===== config.mk =====
export PLATFORM = sky130hd
export DESIGN_NAME = traffic_button_ctrl
export DESIGN_NICKNAME = d
export VERILOG_FILES = /design/src/rtl/traffic_button_ctrl.sv
export SDC_FILE = /design/constraint.sdc
export NUM_CORES = 1
export LEC_CHECK = 0
export BUFFER_PORTS_ARGS = -buffer_cell sky130_fd_sc_hd__buf_4
export CAP_MARGIN = 20
export CORE_MARGIN = 2
export CORE_UTILIZATION = 55
export CTS_CLUSTER_SIZE = 8
export DETAILED_ROUTE_END_ITERATION = 6
export PLACE_DENSITY = 0.86
export SKIP_CTS_REPAIR_TIMING = 1
export SLEW_MARGIN = 20
export SYNTH_ARGS = -nofsm -noshare
export SYNTH_HDL_FRONTEND = slang
export SYNTH_SLANG_ARGS = --single-unit

===== constraint.sdc =====
create_clock -name clk -period 3.1 [get_ports clk]
set_input_delay 0.465 -clock clk [delete_from_list [all_inputs] [get_ports clk]]
set_output_delay 0.465 -clock clk [all_outputs]
set_load 0.005 [all_outputs]

===== src/rtl/traffic_button_ctrl.sv =====
// traffic_button_ctrl: single-intersection main-road light controller with a
// pedestrian request button. Main road cycles GREEN -> YELLOW -> RED on fixed
// timers; an accepted button press during GREEN cuts green short, and a
// cooldown window after any accepted press ignores further presses.
`timescale 1ns/1ps

module traffic_button_ctrl #(
  parameter int unsigned GREEN_TIME  = 25,
  parameter int unsigned YELLOW_TIME = 5,
  parameter int unsigned RED_TIME    = 10,
  parameter int unsigned COOLDOWN    = 20
) (
  input  logic       clk,
  input  logic       rst_n,
  input  logic       ped_btn,
  output logic [1:0] main_light,
  output logic       ped_light
);

  // Counters are sized for the largest duration so one width serves all.
  localparam int unsigned MAX_GY  = (GREEN_TIME > YELLOW_TIME) ? GREEN_TIME : YELLOW_TIME;
  localparam int unsigned MAX_RC  = (RED_TIME > COOLDOWN) ? RED_TIME : COOLDOWN;
  localparam int unsigned MAX_ALL = (MAX_GY > MAX_RC) ? MAX_GY : MAX_RC;
  localparam int unsigned CW      = $clog2(MAX_ALL + 1);

  localparam logic [CW-1:0] GREEN_LAST  = CW'(GREEN_TIME - 1);
  localparam logic [CW-1:0] YELLOW_LAST = CW'(YELLOW_TIME - 1);
  localparam logic [CW-1:0] RED_LAST    = CW'(RED_TIME - 1);
  localparam logic [CW-1:0] CD_LOAD     = CW'(COOLDOWN);

  typedef enum logic [1:0] {
    GREEN  = 2'd0,
    YELLOW = 2'd1,
    RED    = 2'd2
  } state_t;

  state_t        state;
  logic [CW-1:0] r_timer;
  logic [CW-1:0] r_cooldown;
  logic          r_btn_d;

  logic w_press;
  logic w_accept;

  // A held button produces a single press; presses only count outside cooldown.
  assign w_press  = ped_btn & ~r_btn_d;
  assign w_accept = w_press & (r_cooldown == '0);

  // Button delay register for rising-edge detection.
  // NOTE: sequential state uses non-blocking assignments so every register
  // samples pre-edge values regardless of statement order.
  always_ff @(posedge clk or negedge rst_n) begin
    if (!rst_n) r_btn_d <= 1'b0;
    else        r_btn_d <= ped_btn;
  end

  // Cooldown: load on an accepted press, then count down and hold at zero.
  always_ff @(posedge clk or negedge rst_n) begin
    if (!rst_n) begin
      r_cooldown <= '0;
    end else if (w_accept) begin
      r_cooldown <= CD_LOAD;
    end else if (r_cooldown != '0) begin
      r_cooldown <= r_cooldown - 1'b1;
    end
  end

  // Phase FSM with its phase timer; timer clears on every state change.
  always_ff @(posedge clk or negedge rst_n) begin
    if (!rst_n) begin
      state   <= GREEN;
      r_timer <= '0;
    end else begin
      case (state)
        GREEN: begin
          if (w_accept || (r_timer == GREEN_LAST)) begin
            state   <= YELLOW;
            r_timer <= '0;
          end else begin
            r_timer <= r_timer + 1'b1;
          end
        end
        YELLOW: begin
          if (r_timer == YELLOW_LAST) begin
            state   <= RED;
            r_timer <= '0;
          end else begin
            r_timer <= r_timer + 1'b1;
          end
        end
        RED: begin
          if (r_timer == RED_LAST) begin
            state   <= GREEN;
            r_timer <= '0;
          end else begin
            r_timer <= r_timer + 1'b1;
          end
        end
        default: begin
          // Unused encoding 3 falls back to a clean GREEN phase.
          state   <= GREEN;
          r_timer <= '0;
        end
      endcase
    end
  end

  // Lamp decode from the current state.
  // NOTE: every combinational output gets a default first so no path can
  // leave it unassigned and infer a latch.
  always_comb begin
    main_light = 2'b01;
    ped_light  = 1'b0;
    case (state)
      GREEN:   main_light = 2'b01;
      YELLOW:  main_light = 2'b10;
      RED: begin
        main_light = 2'b00;
        ped_light  = 1'b1;
      end
      default: main_light = 2'b01;
    endcase
  end

endmodule


# Yosys cells after proc, flatten, opt, wreduce, memory -nomap -nowiden
# Index checks and enable logic that the tools add are counted.
word_totals:
  ff_bits: 13
  latch_bits: 0
  mem_bits_rw: 0
  mem_bits_ro: 0
  in_bits: 3
  output_inout_bits: 3
  mem_count: 0
op_classes:
  n_addsub: 2
  multipliers: 0
  div_mod_pow: 0
  order_cmp: 0
  n_eq_ne: 8
  n_shift: 0
  mux: 12
  n_bitwise: 3
  reduce_logical: 6
op_table:
  columns: ["cell", "count"]
  rows:
  - ["$mux W5", 5]
  - ["$pmux W5 S3", 1]
  - ["$mux W2", 3]
  - ["$ne A2 B2 Y1 const B", 3]
  - ["$pmux W2 S3", 1]
  - ["$add A5 B1 Y5 const B", 1]
  - ["$eq A5 B3 Y1 const B", 1]
  - ["$eq A5 B4 Y1 const B", 1]
  - ["$eq A5 B5 Y1 const B", 1]
  - ["$logic_not A5 Y1", 1]
  - ["$reduce_bool A5 Y1", 1]
  - ["$sub A5 B1 Y5 const B", 1]
  - ["$pmux W2 S2", 1]
  - ["$reduce_and A3 Y1", 1]
  - ["$and A1 B1 Y1", 2]
  - ["$eq A2 B1 Y1 const B", 1]
  - ["$eq A2 B2 Y1 const B", 1]
  - ["$logic_not A2 Y1", 1]
  - ["$reduce_bool A2 Y1", 1]
  - ["$logic_or A1 B1 Y1", 1]
  - ["$mux W1", 1]
  - ["$not A1 Y1", 1]

# Depth between registers and ports, before layout
depth:
  depth_word: 6
  depth_mapped: 6

# Worst setup path before layout
# No wires, ideal clock.
synth_timing:
  kind: "register to register"
  startpoint: "register r_cooldown[0]"
  endpoint: "register state[1]"
  setup_time_ns: 0.125
  arrival_time_ns: 1.464
  t_required_ns: 2.975
  path_slack_ns: 1.511
  stages_incl_launch_ff: 7
  path_cell_list: "dfrtp_1 -> inv_1 -> ha_1 -> nor4b_4 -> a211oi_2 -> nor2_2 -> mux2_4"
synth_between:
  elab_chain_cells: 5
synth_rtl:
  columns: ["element", "line_no", "text"]
  rows:
  - ["start, declared", "39", "logic [CW-1:0] r_cooldown;"]
  - ["start signal, assigned", "64", "r_cooldown <= r_cooldown - 1'b1;"]
  - ["$logic_not A5 Y1", "47", "assign w_accept = w_press & (r_cooldown == '0);"]
  - ["$and A1 B1 Y1", "47", null]
  - ["$logic_or A1 B1 Y1", "76", "if (w_accept || (r_timer == GREEN_LAST)) begin"]
  - ["$ne A2 B2 Y1 (no line)", null, null]
  - ["$reduce_and A3 Y1 (no line)", null, null]
  - ["end signal, assigned", "71", "state <= GREEN;"]
  - ["end signal, assigned", "77", "state <= YELLOW;"]
  - ["end signal, assigned", "85", "state <= RED;"]
  - ["end, declared", "37", "state_t state;"]
# No other way between the ends.
# A chain may end at the register's enable or synchronous reset.

# Worst setup path in the final report
# Ends and elaborated chain as after synthesis.

==> impl_summary.log <==
[metrics] status: complete, no violations
[metrics] Clock transition at path regs: 0.08 ns
[metrics] Setup Skew: 0.00612 ns
[metrics] global-route usage over all layers: 0.175
[metrics] average footprint of a synthesized cell: 10.9 um2
[metrics] vias per inst: 5.17
[metrics] total core area: 0.00125 mm2
[metrics] total CTS buffers: 3
[metrics] clock tree sinks: 13
[metrics] overall die area: 0.00161 mm2
[metrics] Layout Nets: 87
[metrics] number of enable flip-flop cells after synthesis: 0
[metrics] Synth top cells by count: 13 x sky130_fd_sc_hd__dfrtp_1, 9 x sky130_fd_sc_hd__inv_1, 8 x sky130_fd_sc_hd__ha_1
[metrics] port bufs: 5
[metrics] fraction of the yosys area taken by sequential cells: 0.454
[metrics] final routed DRC violation total: 0
[metrics] wire length of the first global-routing pass: 1790 um
[metrics] type of the worst min-delay path: in2async
[metrics] slew at the pin closest to its max-slew limit: 0.379 ns
[metrics] type of element launching the critical path: register
[metrics] number of antenna violations at the first check in global routing: 0
[metrics] Antenna diodes: 0
[metrics] number of max-capacitance violations reported: 0
[metrics] kind of critical path: reg2reg
[metrics] sum of negative setup slack: 0 ns
[metrics] vias after detailed routing: 465
[metrics] area share of the largest cell type after synthesis: 0.454
[metrics] insertion delay to the later sink of the worst-skew pair: 0.27 ns
[metrics] number of rows created at floorplan: 13
[metrics] Die X: 40.1 um
[metrics] async set-or-reset flop fraction in the synthesized netlist: 1.00
[metrics] time the worst path needs with I/O delays and setup: 1.72 ns
[metrics] post-synthesis register bit count: 13
[metrics] remaining antenna violation count: 0
[metrics] Synth Net Count: 77
[metrics] Gate Count Post-Synth: 66
[metrics] Iter 0 DRT Violations: 4
[metrics] post-layout util: 0.639
[metrics] max-slew violation count: 0
[metrics] DP Wirelength: 894 um
[metrics] share of the clock period used by the worst path after layout: 0.556
[metrics] highest fanout seen on the critical path: 7
[metrics] top_reg_cell synth: sky130_fd_sc_hd__dfrtp_1
[metrics] most used standard cell by instance count after synthesis: sky130_fd_sc_hd__dfrtp_1
[metrics] arrival time of the worst setup path: 1.89 ns
[metrics] I/O pins: 6
[metrics] number of detailed-route iterations in the first pass: 4
[metrics] Req. time, crit path: 3.26 ns
[metrics] Die Height: 40.1 um
[metrics] post-placement cell count: 86
[metrics] maximum ir drop on the vdd rail: 0.510 mV
[metrics] routed wire length: 1130 um
[metrics] unrepaired setup endpoints after global routing: no
[metrics] final standard cell count with taps included and fillers excluded: 90
[metrics] Final Wtd Congestion: 0.638
[metrics] Yosys top cell by area: sky130_fd_sc_hd__dfrtp_1
[metrics] netlist area before placement: 717 um2
[metrics] library cells used by synthesis: 23
[metrics] final setup vio count: 0
[metrics] share of cells above drive strength 1: 0.200
[metrics] wire length per cell after detailed routing: 12.5 um
[metrics] via count of the first global-routing pass: 429
[metrics] Max Clk Rate: 0.580 GHz
[metrics] number of hold-slack violations in the final timing report: 0
[metrics] H-tree levels: 1
[metrics] Remaining Overflow, GRT: 0
[metrics] CTS tree: built
[metrics] area growth from synthesis to final layout: 11.7%
[metrics] dominant cells by area after synthesis: sky130_fd_sc_hd__dfrtp_1 45%, sky130_fd_sc_hd__ha_1 14%, sky130_fd_sc_hd__inv_1 4.7%
[metrics] largest net degree at the start of global routing: 14
[metrics] areal power density over the cells: 942 mW/mm2
[metrics] clock root buffer master: sky130_fd_sc_hd__clkbuf_4
[metrics] maximum buffer depth of the clock tree: 2
[metrics] count of warnings emitted by yosys: 0
[metrics] CP endpoint kind: register
[metrics] total leakage power: 0.400 nW
[metrics] initial core utilization: 0.572
[metrics] Max-slew headroom: 0.746
## layout by cell type, fill, tap and decap left out, drive strengths merged, types with 2 or more instances in the layout
master | synthesis | final
dfrtp | 13 | 13
inv | 9 | 9
ha | 8 | 8
nor2 | 7 | 7
buf | 0 | 5
o21ai | 4 | 4
nand2 | 4 | 4
clkbuf | 0 | 3
nand4bb | 2 | 2
nor2b | 2 | 2
nand3 | 2 | 2
xor2 | 2 | 2
nand2b | 2 | 2
## layer usage
layer  wire [um]  GRT usage
met1         490      0.207
met2         595      0.302
met3          28     0.0333
met4          12     0.0776
met5           0          0
## logic make-up (layout without fill, tap and decap cells)
logic type      Yosys count  in the layout  share of synthesized area
simple gates             23             23                      0.204
flops                    13             13                      0.454
compound gates            9              9                     0.0977
buf+inv                   9             18                     0.0471
fa+ha+maj                 8              8                      0.140
xor+xnor                  3              3                     0.0367
mux                       1              1                     0.0209
## path summary, 6_finish.rpt
| path | depth (start not counted) | startpoint | slack, ns | end |
|---|---|---|---|---|
| setup reg to reg | 6 | r_cooldown[0] | 1.38 | state[1] |
| hold / removal | 1 | rst_n | 0.02 | r_btn_d |
| min in group clk | 1 | ped_btn | 0.30 | r_btn_d |
| setup / recovery | 6 | r_cooldown[0] | 1.38 | state[1] |
| hold reg to reg | 1 | r_timer[0] | 0.52 | r_timer[0] |
| max in group asynchronous | 1 | rst_n | 2.92 | r_timer[0] |
## sequential cells by signal, summed over array words and instances (netlist names)
signal,cells
r_cooldown,5
r_timer,5
r_btn_d,1
state,2
## cell type report
type | count | area (um2)
clock inverter | 1 | 5.00
inverter | 9 | 33.8
multi-input combinational | 44 | 358
timing repair buffer | 5 | 37.5
fill | 103 | 452
tap | 15 | 18.8
sequential | 13 | 325
clock buffer | 3 | 22.5
## worst max-delay path, stage by stage (launching register included)
cell and delay (ns):
sky130_fd_sc_hd__dfrtp_1 0.41, sky130_fd_sc_hd__inv_1 0.06, sky130_fd_sc_hd__ha_1 0.18, sky130_fd_sc_hd__nor4b_4 0.36
sky130_fd_sc_hd__a211oi_2 0.15, sky130_fd_sc_hd__nor2_2 0.15, sky130_fd_sc_hd__mux2_4 0.31
## power breakdown
part | switching (mW) | internal (mW)
sequential | 0.0697 | 0.235
clock | 0.0545 | 0.0476
combinational | 0.168 | 0.179
## stage by stage
step           hold WS [ns]  setup WS (ns)  area, um2  total power [mW]
2_1_floorplan         0.169           1.51        717             0.552
3_3_place_gp          0.314           1.45        773             0.637
3_5_place_dp          0.319           1.39        773             0.663
4_1_cts              0.0248           1.37        801             0.766
5_1_grt              0.0230           1.25        801             0.828
6_report             0.0209           1.38        801             0.754
(Power assumes the default switching activity.)
